`src/rtl/y86_pkg.sv`:
```
// Shared Y86-64 encodings: instruction codes, register sentinel, status codes
// and the pipeline-control FSM state type.
package y86_pkg;

  localparam logic [3:0] I_HALT   = 4'h0;
  localparam logic [3:0] I_NOP    = 4'h1;
  localparam logic [3:0] I_RRMOVQ = 4'h2;
  localparam logic [3:0] I_IRMOVQ = 4'h3;
  localparam logic [3:0] I_RMMOVQ = 4'h4;
  localparam logic [3:0] I_MRMOVQ = 4'h5;
  localparam logic [3:0] I_OPQ    = 4'h6;
  localparam logic [3:0] I_JXX    = 4'h7;
  localparam logic [3:0] I_CALL   = 4'h8;
  localparam logic [3:0] I_RET    = 4'h9;
  localparam logic [3:0] I_PUSHQ  = 4'hA;
  localparam logic [3:0] I_POPQ   = 4'hB;

  localparam logic [3:0] REG_NONE = 4'hF;

  localparam logic [1:0] STAT_AOK = 2'b00;
  localparam logic [1:0] STAT_HLT = 2'b01;
  localparam logic [1:0] STAT_ADR = 2'b10;
  localparam logic [1:0] STAT_INS = 2'b11;

  typedef enum logic [1:0] {
    ST_RUN    = 2'b00,
    ST_DRAIN  = 2'b01,
    ST_HALTED = 2'b10
  } ctrl_state_e;

endpackage

```
`src/rtl/pipe_hazard_detect.sv`:
```
// Combinational hazard terms for the Y86-64 pipe: load/use, return,
// branch mispredict and memory/writeback exception flags.
module pipe_hazard_detect
  import y86_pkg::*;
(
  input  logic [3:0] i_D_icode,
  input  logic [3:0] i_d_srcA,
  input  logic [3:0] i_d_srcB,
  input  logic [3:0] i_E_icode,
  input  logic [3:0] i_E_dstM,
  input  logic       i_e_Cnd,
  input  logic [3:0] i_M_icode,
  input  logic [1:0] i_m_stat,
  input  logic [1:0] i_W_stat,
  output logic       o_load_use,
  output logic       o_ret_hz,
  output logic       o_mispred,
  output logic       o_exc_m,
  output logic       o_exc_w
);

  logic w_e_is_load;

  assign w_e_is_load = (i_E_icode == I_MRMOVQ) || (i_E_icode == I_POPQ);
  assign o_load_use  = w_e_is_load && (i_E_dstM != REG_NONE) &&
                       ((i_E_dstM == i_d_srcA) || (i_E_dstM == i_d_srcB));
  assign o_ret_hz    = (i_D_icode == I_RET) || (i_E_icode == I_RET) ||
                       (i_M_icode == I_RET);
  assign o_mispred   = (i_E_icode == I_JXX) && !i_e_Cnd;
  assign o_exc_m     = (i_m_stat != STAT_AOK);
  assign o_exc_w     = (i_W_stat != STAT_AOK);

endmodule

```
`src/rtl/pipe_ctrl.sv`:
```
// Y86-64 pipeline control: stall/bubble/set_cc generation, exception drain/halt
// sequencing, the F-stage predicted-PC register and a saturating fetch-stall counter.
module pipe_ctrl
  import y86_pkg::*;
#(
  parameter int unsigned      PC_W     = 64,
  parameter logic [PC_W-1:0]  RESET_PC = '0,
  parameter int unsigned      CNT_W    = 32
) (
  input  logic             clk,
  input  logic             rst,
  input  logic [PC_W-1:0]  f_predPC,
  input  logic [3:0]       D_icode,
  input  logic [3:0]       d_srcA,
  input  logic [3:0]       d_srcB,
  input  logic [3:0]       E_icode,
  input  logic [3:0]       E_dstM,
  input  logic             e_Cnd,
  input  logic [3:0]       M_icode,
  input  logic [1:0]       m_stat,
  input  logic [1:0]       W_stat,
  output logic [PC_W-1:0]  F_predPC,
  output logic             F_stall,
  output logic             D_stall,
  output logic             D_bubble,
  output logic             E_bubble,
  output logic             M_bubble,
  output logic             W_stall,
  output logic             set_cc,
  output logic             halted,
  output logic [CNT_W-1:0] stall_cnt
);

  ctrl_state_e      r_state;
  ctrl_state_e      w_next_state;
  logic [PC_W-1:0]  r_predPC;
  logic [CNT_W-1:0] r_stall_cnt;
  logic             w_load_use;
  logic             w_ret_hz;
  logic             w_mispred;
  logic             w_exc_m;
  logic             w_exc_w;
  logic             w_cnt_en;

  pipe_hazard_detect u_hazard (
    .i_D_icode  (D_icode),
    .i_d_srcA   (d_srcA),
    .i_d_srcB   (d_srcB),
    .i_E_icode  (E_icode),
    .i_E_dstM   (E_dstM),
    .i_e_Cnd    (e_Cnd),
    .i_M_icode  (M_icode),
    .i_m_stat   (m_stat),
    .i_W_stat   (W_stat),
    .o_load_use (w_load_use),
    .o_ret_hz   (w_ret_hz),
    .o_mispred  (w_mispred),
    .o_exc_m    (w_exc_m),
    .o_exc_w    (w_exc_w)
  );

  always_comb begin
    w_next_state = r_state;
    F_stall      = 1'b0;
    D_stall      = 1'b0;
    D_bubble     = 1'b0;
    E_bubble     = 1'b0;
    M_bubble     = 1'b0;
    W_stall      = 1'b0;
    set_cc       = 1'b0;
    halted       = 1'b0;
    w_cnt_en     = 1'b0;
    if (rst) begin
      D_bubble     = 1'b1;
      E_bubble     = 1'b1;
      M_bubble     = 1'b1;
      w_next_state = ST_RUN;
    end else begin
      unique case (r_state)
        ST_RUN, ST_DRAIN: begin
          F_stall  = w_load_use | w_ret_hz;
          D_stall  = w_load_use;
          // stall has priority over bubble on D
          D_bubble = (w_mispred | w_ret_hz) & ~w_load_use;
          E_bubble = w_mispred | w_load_use;
          M_bubble = w_exc_m | w_exc_w | (r_state == ST_DRAIN);
          W_stall  = w_exc_w;
          set_cc   = (E_icode == I_OPQ) & ~w_exc_m & ~w_exc_w & (r_state == ST_RUN);
          w_cnt_en = F_stall;
          if (w_exc_w)
            w_next_state = ST_HALTED;
          else if (w_exc_m && r_state == ST_RUN)
            w_next_state = ST_DRAIN;
        end
        ST_HALTED: begin
          F_stall  = 1'b1;
          D_stall  = 1'b1;
          W_stall  = 1'b1;
          M_bubble = 1'b1;
          halted   = 1'b1;
        end
        default: w_next_state = ST_RUN;
      endcase
    end
  end

  always_ff @(posedge clk) begin
    if (rst) begin
      r_state     <= ST_RUN;
      r_predPC    <= RESET_PC;
      r_stall_cnt <= '0;
    end else begin
      r_state <= w_next_state;
      if (!F_stall)
        r_predPC <= f_predPC;
      if (w_cnt_en && (r_stall_cnt != '1))
        r_stall_cnt <= r_stall_cnt + CNT_W'(1);
    end
  end

  assign F_predPC  = r_predPC;
  assign stall_cnt = r_stall_cnt;

endmodule

```
`config.mk`:
```
export PLATFORM = sky130hd
export DESIGN_NAME = pipe_ctrl
export DESIGN_NICKNAME = d
export VERILOG_FILES = /design/src/rtl/y86_pkg.sv /design/src/rtl/pipe_hazard_detect.sv /design/src/rtl/pipe_ctrl.sv
export SDC_FILE = /design/constraint.sdc
export NUM_CORES = 1
export LEC_CHECK = 0
export ABC_AREA = 1
export CORE_UTILIZATION = 42
export DETAILED_ROUTE_END_ITERATION = 12
export GPL_TIMING_DRIVEN = 0
export PLACE_DENSITY_LB_ADDON = 0.08
export RECOVER_POWER = 100
export SYNTH_ARGS = -nofsm -noshare
export SYNTH_HDL_FRONTEND = slang
export SYNTH_SLANG_ARGS = --single-unit
export TNS_END_PERCENT = 100
```
`constraint.sdc`:
```
create_clock -name clk -period 2.4 [get_ports clk]
set_input_delay 0.48 -clock clk [delete_from_list [all_inputs] [get_ports clk]]
set_output_delay 0.48 -clock clk [all_outputs]
set_load 0.005 [all_outputs]
```
# --- After elaboration in Yosys (flattened, before gate mapping) ---
# Cells that the tools add are included.
classes:
  n_shift: 0
  n_mux: 21
  addsub: 1
  multipliers: 0
  eq_ne: 14
  reduce_logical: 15
  div_mod_pow: 0
  n_lt_le_gt_ge: 0
  n_bitwise: 13
ops:
  columns: ["op", "count"]
  rows:
  - ["32-bit by 1-bit adder with 32-bit output (second input constant)", 1]
  - ["32-bit != test (second input constant)", 1]
  - ["4-bit equality test (second input constant)", 4]
  - ["1-bit two-way mux", 14]
  - ["4-bit by 3-bit equality test with 1-bit output (second input constant)", 3]
  - ["4-bit equality test", 2]
  - ["1-bit one-hot mux with 2 select lines", 4]
  - ["1-bit logical AND", 5]
  - ["1-bit OR", 5]
  - ["1-bit bitwise AND", 4]
  - ["1-bit logical OR", 4]
  - ["2-bit two-way mux", 2]
  - ["4-bit != test (second input constant)", 1]
  - ["1-bit NOT", 4]
  - ["2-bit one-hot mux with 2 select lines", 1]
  - ["2-bit nonzero test", 2]
  - ["3-bit != test (second input constant)", 1]
  - ["2-bit by 1-bit equality test with 1-bit output (second input constant)", 1]
  - ["2-bit equality test (second input constant)", 1]
  - ["2-bit zero test", 1]
  - ["2-bit AND reduction", 1]
  - ["2-bit OR reduction", 1]
  - ["1-bit zero test", 1]
totals:
  out_inout_bits: 104
  wordCells: 67
  ff_bits: 98
  latch_bits: 0
  romBits: 0
  n_memories: 0
  ram_bits: 0
  in_bits: 95

# --- Logic depth before layout (Yosys ltp) ---
logic_depth:
  ltp_word: 8
  mapped_depth: 14
  mapped_depth_nobuf: 12

# --- By module ---
# From an unflattened synthesis, not the netlist that was laid out.
unflattened:
  hier_cells: 706
  area_unflattened_um2: 4665.7
by_module_without_submodules:
  columns: ["module", "cells_each", "n_inst", "area_per_inst_um2", "seq_area_each_um2"]
  rows:
  - ["pipe_ctrl", 645, 1, 4410.5, 1961.9]
  - ["pipe_hazard_detect", 61, 1, 255.2, 0.0]

# --- Worst setup path before layout ---
# OpenSTA, ideal clock, no wires.
synth_path:
  path_type: "input to output"
  from: "input E_icode[2]"
  to: "output F_stall"
  cell_stages: 10
  arrival_ns: 1.471
  n_path_buf: 2
  t_required_ns: 1.920
  slack_ns: 0.449
  cell_sequence: "inv_1 nor2_1 nand3_1 a21oi_1 nand2_2 nand2_4 nand2_2 buf_2 buf_6 nand2_1"
synth_via:
  elab_chain_cells: 7
  word_cells_on_any_way: 11
  classes_between: "eq/ne (3); mux (2); bitwise (1); reduce/logical (5)"
synth_rtl:
  columns: ["item", "line_no", "text"]
  rows:
  - ["start: declaration", "pipe_ctrl.sv:16", "input logic [3:0] E_icode,"]
  - ["4-bit by 3-bit equality test with 1-bit output / 4-bit equality test (equally long branches)", "pipe_hazard_detect.sv:24", "assign w_e_is_load = (i_E_icode == I_MRMOVQ) || (i_E_icode == I_POPQ);"]
  - ["1-bit logical OR", "pipe_hazard_detect.sv:24", null]
  - ["1-bit logical AND (2 in a row)", "pipe_hazard_detect.sv:25", "assign o_load_use = w_e_is_load && (i_E_dstM != REG_NONE) &&"]
  - ["1-bit OR *", "pipe_ctrl.sv:81", "F_stall = w_load_use | w_ret_hz;"]
  - ["1-bit one-hot mux with 2 select lines *", "pipe_ctrl.sv:79", "unique case (r_state)"]
  - ["1-bit two-way mux *", "pipe_ctrl.sv:73", "if (rst) begin"]
  - ["end: declaration", "pipe_ctrl.sv:23", "output logic F_stall,"]
# Every way passes the cells marked *; elsewhere a longest branch is shown, timed or not.

# --- Worst setup path in the final report ---
layout_path:
  from: "input E_icode[3]"
  to: "output F_stall"
# Same word-level chain as after synthesis.

==> flow_summary.toml <==
[status]
status = "complete, no violations"

[drt]
wire_per_inst_microns = 13.7
ant_nets = 0
drtIter0Drc = 470
drt_wl_total_mm = 16.6
remaining_drc_errors = 0
avgViaCountPerCell = 4.93
num_vias = 5965
firstDrtPassIters = 5

[min_path]
hold_depth = 2
hold_start = "F_predPC[0]$_SDFFE_PP0N_"
hold_class = "register to register"

[clocking]
cts_tree = "yes"
cts_buffers = 9
root_buffer = "clkbuf_16"
cts.htree.levels = 3
cts_buffer_depth = 2
clk_latency_ps = 350
hold_buffers = 0
clk_pin_slew_ps = 70
clock-sinks = 98

[critical_path]
cp.required_ps = 1920
crit_chain = "clkdlybuf4s50_1, nor2_2, nand3_1, a21oi_2, nand2_2, nand2_4, nand2_4, buf_8, nand2_2, buf_2"
cp_max_fo = 6
critPathMaxStageDelay_ps = 460
crit_path_end_kind = "output port"
reg2regPathDepth = 13
rr_startpoint = "stall_cnt[1]$_SDFFE_PP0P_"
critPathLaunchType = "input pin"
slowest_stage = "clkdlybuf4s50_1"
worst-path-buf-inv = 3
arrival_ps = 1840
crit_type = "input pin to output port"
cp.depth = 10
setup.worst_path.start = "E_icode[3]"
cp_top_family = "buffers and inverters"

[floorplan]
initial_core_util_pct = 43.8
die_area_sq_mm = 0.0132
ios = 199
num_rows = 40
die_w_microns = 115
die_h_microns = 115
core_sq_mm = 0.0122

[grt]
antenna_found_initial = 0
grtUsageTotal_pct = 25.4
grt_pass1_wl_mm = 26.1
grt_max_degree = 17
grt_pass1_vias = 5267
grt.overflow.total = 0

[job]
cap_violations = 0

[yosys]
yosys.area.top_type_share_pct = 36.7
yosysSeqAreaShare_pct = 36.7
yosysTopAreaCell = "dfxtp_1"
yosysWarnings = 0
ys_types = 28
synth_nets = 919
synthTopCellsByArea = "dfxtp_1 37%, nand2_1 16%, nor2_1 9.8%"
synth-seq-cells = 98
synth.avg_cell_area_sq_um = 6.49
syn_inst = 823
syn_area_sq_mm = 0.00534

[timing]
fmax_mhz = 431
slew-limit-headroom_pct = 58.9
maxSlewViolCount = 0
setup_viol = 0
timing.final.crit_share_pct = 96.7
min_period_ps = 2320
holdWs_ps = 473
rsz0062_at_grt = "no"
finClkSkew_ps = 6.49
worstMarginPinSlew_ps = 617
hold_violations = 0

[final_layout]
layout_common_cells = "219 x nand2_1, 138 x nor2_1, 97 x dfxtp_1"
layoutNonFillerInstCount = 1211
fin_nets = 1134
layout_commonest_cell = "nand2_1"
n_antenna_cell = 0
synthToLayoutAreaGrowth_pct = 48.8
final_util_pct = 65.1
drive_above_1_share_pct = 6.04
fill_cells = 1208

[power_and_ir_drop]
leakagePower_nw = 3.63
power.density_mw_per_mm2 = 526
ir_drop_uv = 355

[placed_design]
dp_cells = 1188
place.gp.congestion = 0.943
dp_hpwl_mm = 12.4
numPortBuffers = 197
==> synthesized netlist by cell type <==
| cell type | count |
|---|---|
| a21oi_1 | 88 |
| a31oi_1 | 1 |
| buf_1 | 10 |
| buf_2 | 12 |
| buf_4 | 2 |
| buf_6 | 7 |
| clkbuf_1 | 21 |
| clkinv_1 | 1 |
| dfxtp_1 | 98 |
| ha_1 | 1 |
| inv_1 | 53 |
| inv_2 | 13 |
| nand2_1 | 221 |
| nand2_2 | 2 |
| nand2_4 | 1 |
| nand3_1 | 30 |
| nand3b_1 | 64 |
| nand4_1 | 36 |
| nor2_1 | 139 |
| nor2_2 | 3 |
| nor3_1 | 4 |
| nor4_1 | 1 |
| o211a_2 | 1 |
| o21a_1 | 1 |
| o21ai_0 | 1 |
| or2_2 | 1 |
| xnor2_1 | 3 |
| xor2_1 | 8 |
==> registers in the layout (all words and copies together), names as in the netlist <==
register	flops
stall_cnt	32
F_predPC	64
r_state	2
==> where the power goes <==
group          switching, W  internal, W  leakage, nW
logic              0.000346     0.000411         2.66
registers         0.0000495      0.00173        0.808
clock network      0.000625      0.00102        0.161
total               0.00102      0.00316         3.63
==> layer usage <==
metal / global-route usage [%] / up-vias / part of all wire, %
met5: 0 / - / 0
met4: 10.9 / 0 / 2.5
met3: 6.59 / 29 / 8.0
met2: 39.8 / 217 / 45
met1: 33.2 / 2639 / 44
li1: - / 3080 / -
==> metrics by stage <==
stage               power, W  area [sq um]  setup slack (ps)  setup TNS, ps
floorplan            0.00215          5340               449              0
global placement     0.00260          7530              -719          -2610
detailed placement   0.00260          7530              -743          -3180
CTS                  0.00426          7900             -77.2           -138
global route         0.00437          7950              5.68              0
finish               0.00418          7950              79.0              0
==> logic make-up (layout without fill, tap and decap cells) <==
| group | count (synthesis) | count (layout) | share of synthesized area [%] |
|---|---|---|---|
| flip-flops | 98 | 98 | 36.7 |
| adder cells (fa/ha/maj) | 1 | 1 | 0.234 |
| XOR/XNOR | 11 | 11 | 1.80 |
| buffers and inverters | 119 | 339 | 9.76 |
| AO/OA/AOI/OAI | 92 | 92 | 8.78 |
| AND/OR/NAND/NOR | 502 | 502 | 42.7 |
==> what timing repair did <==
item,4_1_cts,5_1_grt
resized for setup,36,20
pin swaps,6,11
setup buffers,3,7
endpoints found under the setup margin,8,6
==> worst register-to-register path: stages, from the launching register on <==
cell and delay (ps):
dfxtp_1 380, ha_1 180, nand2_1 100, nor2_1 220
nand2_1 140, nor2_2 190, nand3_1 160, clkbuf_2 230
nand2_1 110, clkinv_1 90, nand3_1 90, nand2_1 50
nand2_1 60, nor2_1 40
==> cell type report <==
class / instances / area [sq um] / area share, %
multi-input cells: 606 / 2900 / 36.5
repair buffers: 207 / 2050 / 25.7
flip-flops and latches: 98 / 1970 / 24.7
inverters: 67 / 251 / 3.16
plain buffers: 49 / 241 / 3.04
clock buffers: 12 / 236 / 2.97
well taps: 168 / 210 / 2.64
clock inverters: 4 / 98.8 / 1.24
==> final timing paths <==
| path | to | slack (ps) |
|---|---|---|
| worst max-delay path | F_stall | 80 |
| worst min-delay path | F_predPC[0]$_SDFFE_PP0N_ | 470 |
| worst max register to register | stall_cnt[7]$_SDFFE_PP0P_ | 230 |
| worst min register to register | F_predPC[0]$_SDFFE_PP0N_ | 470 |
Note: power is estimated with default switching activity, not from simulation.
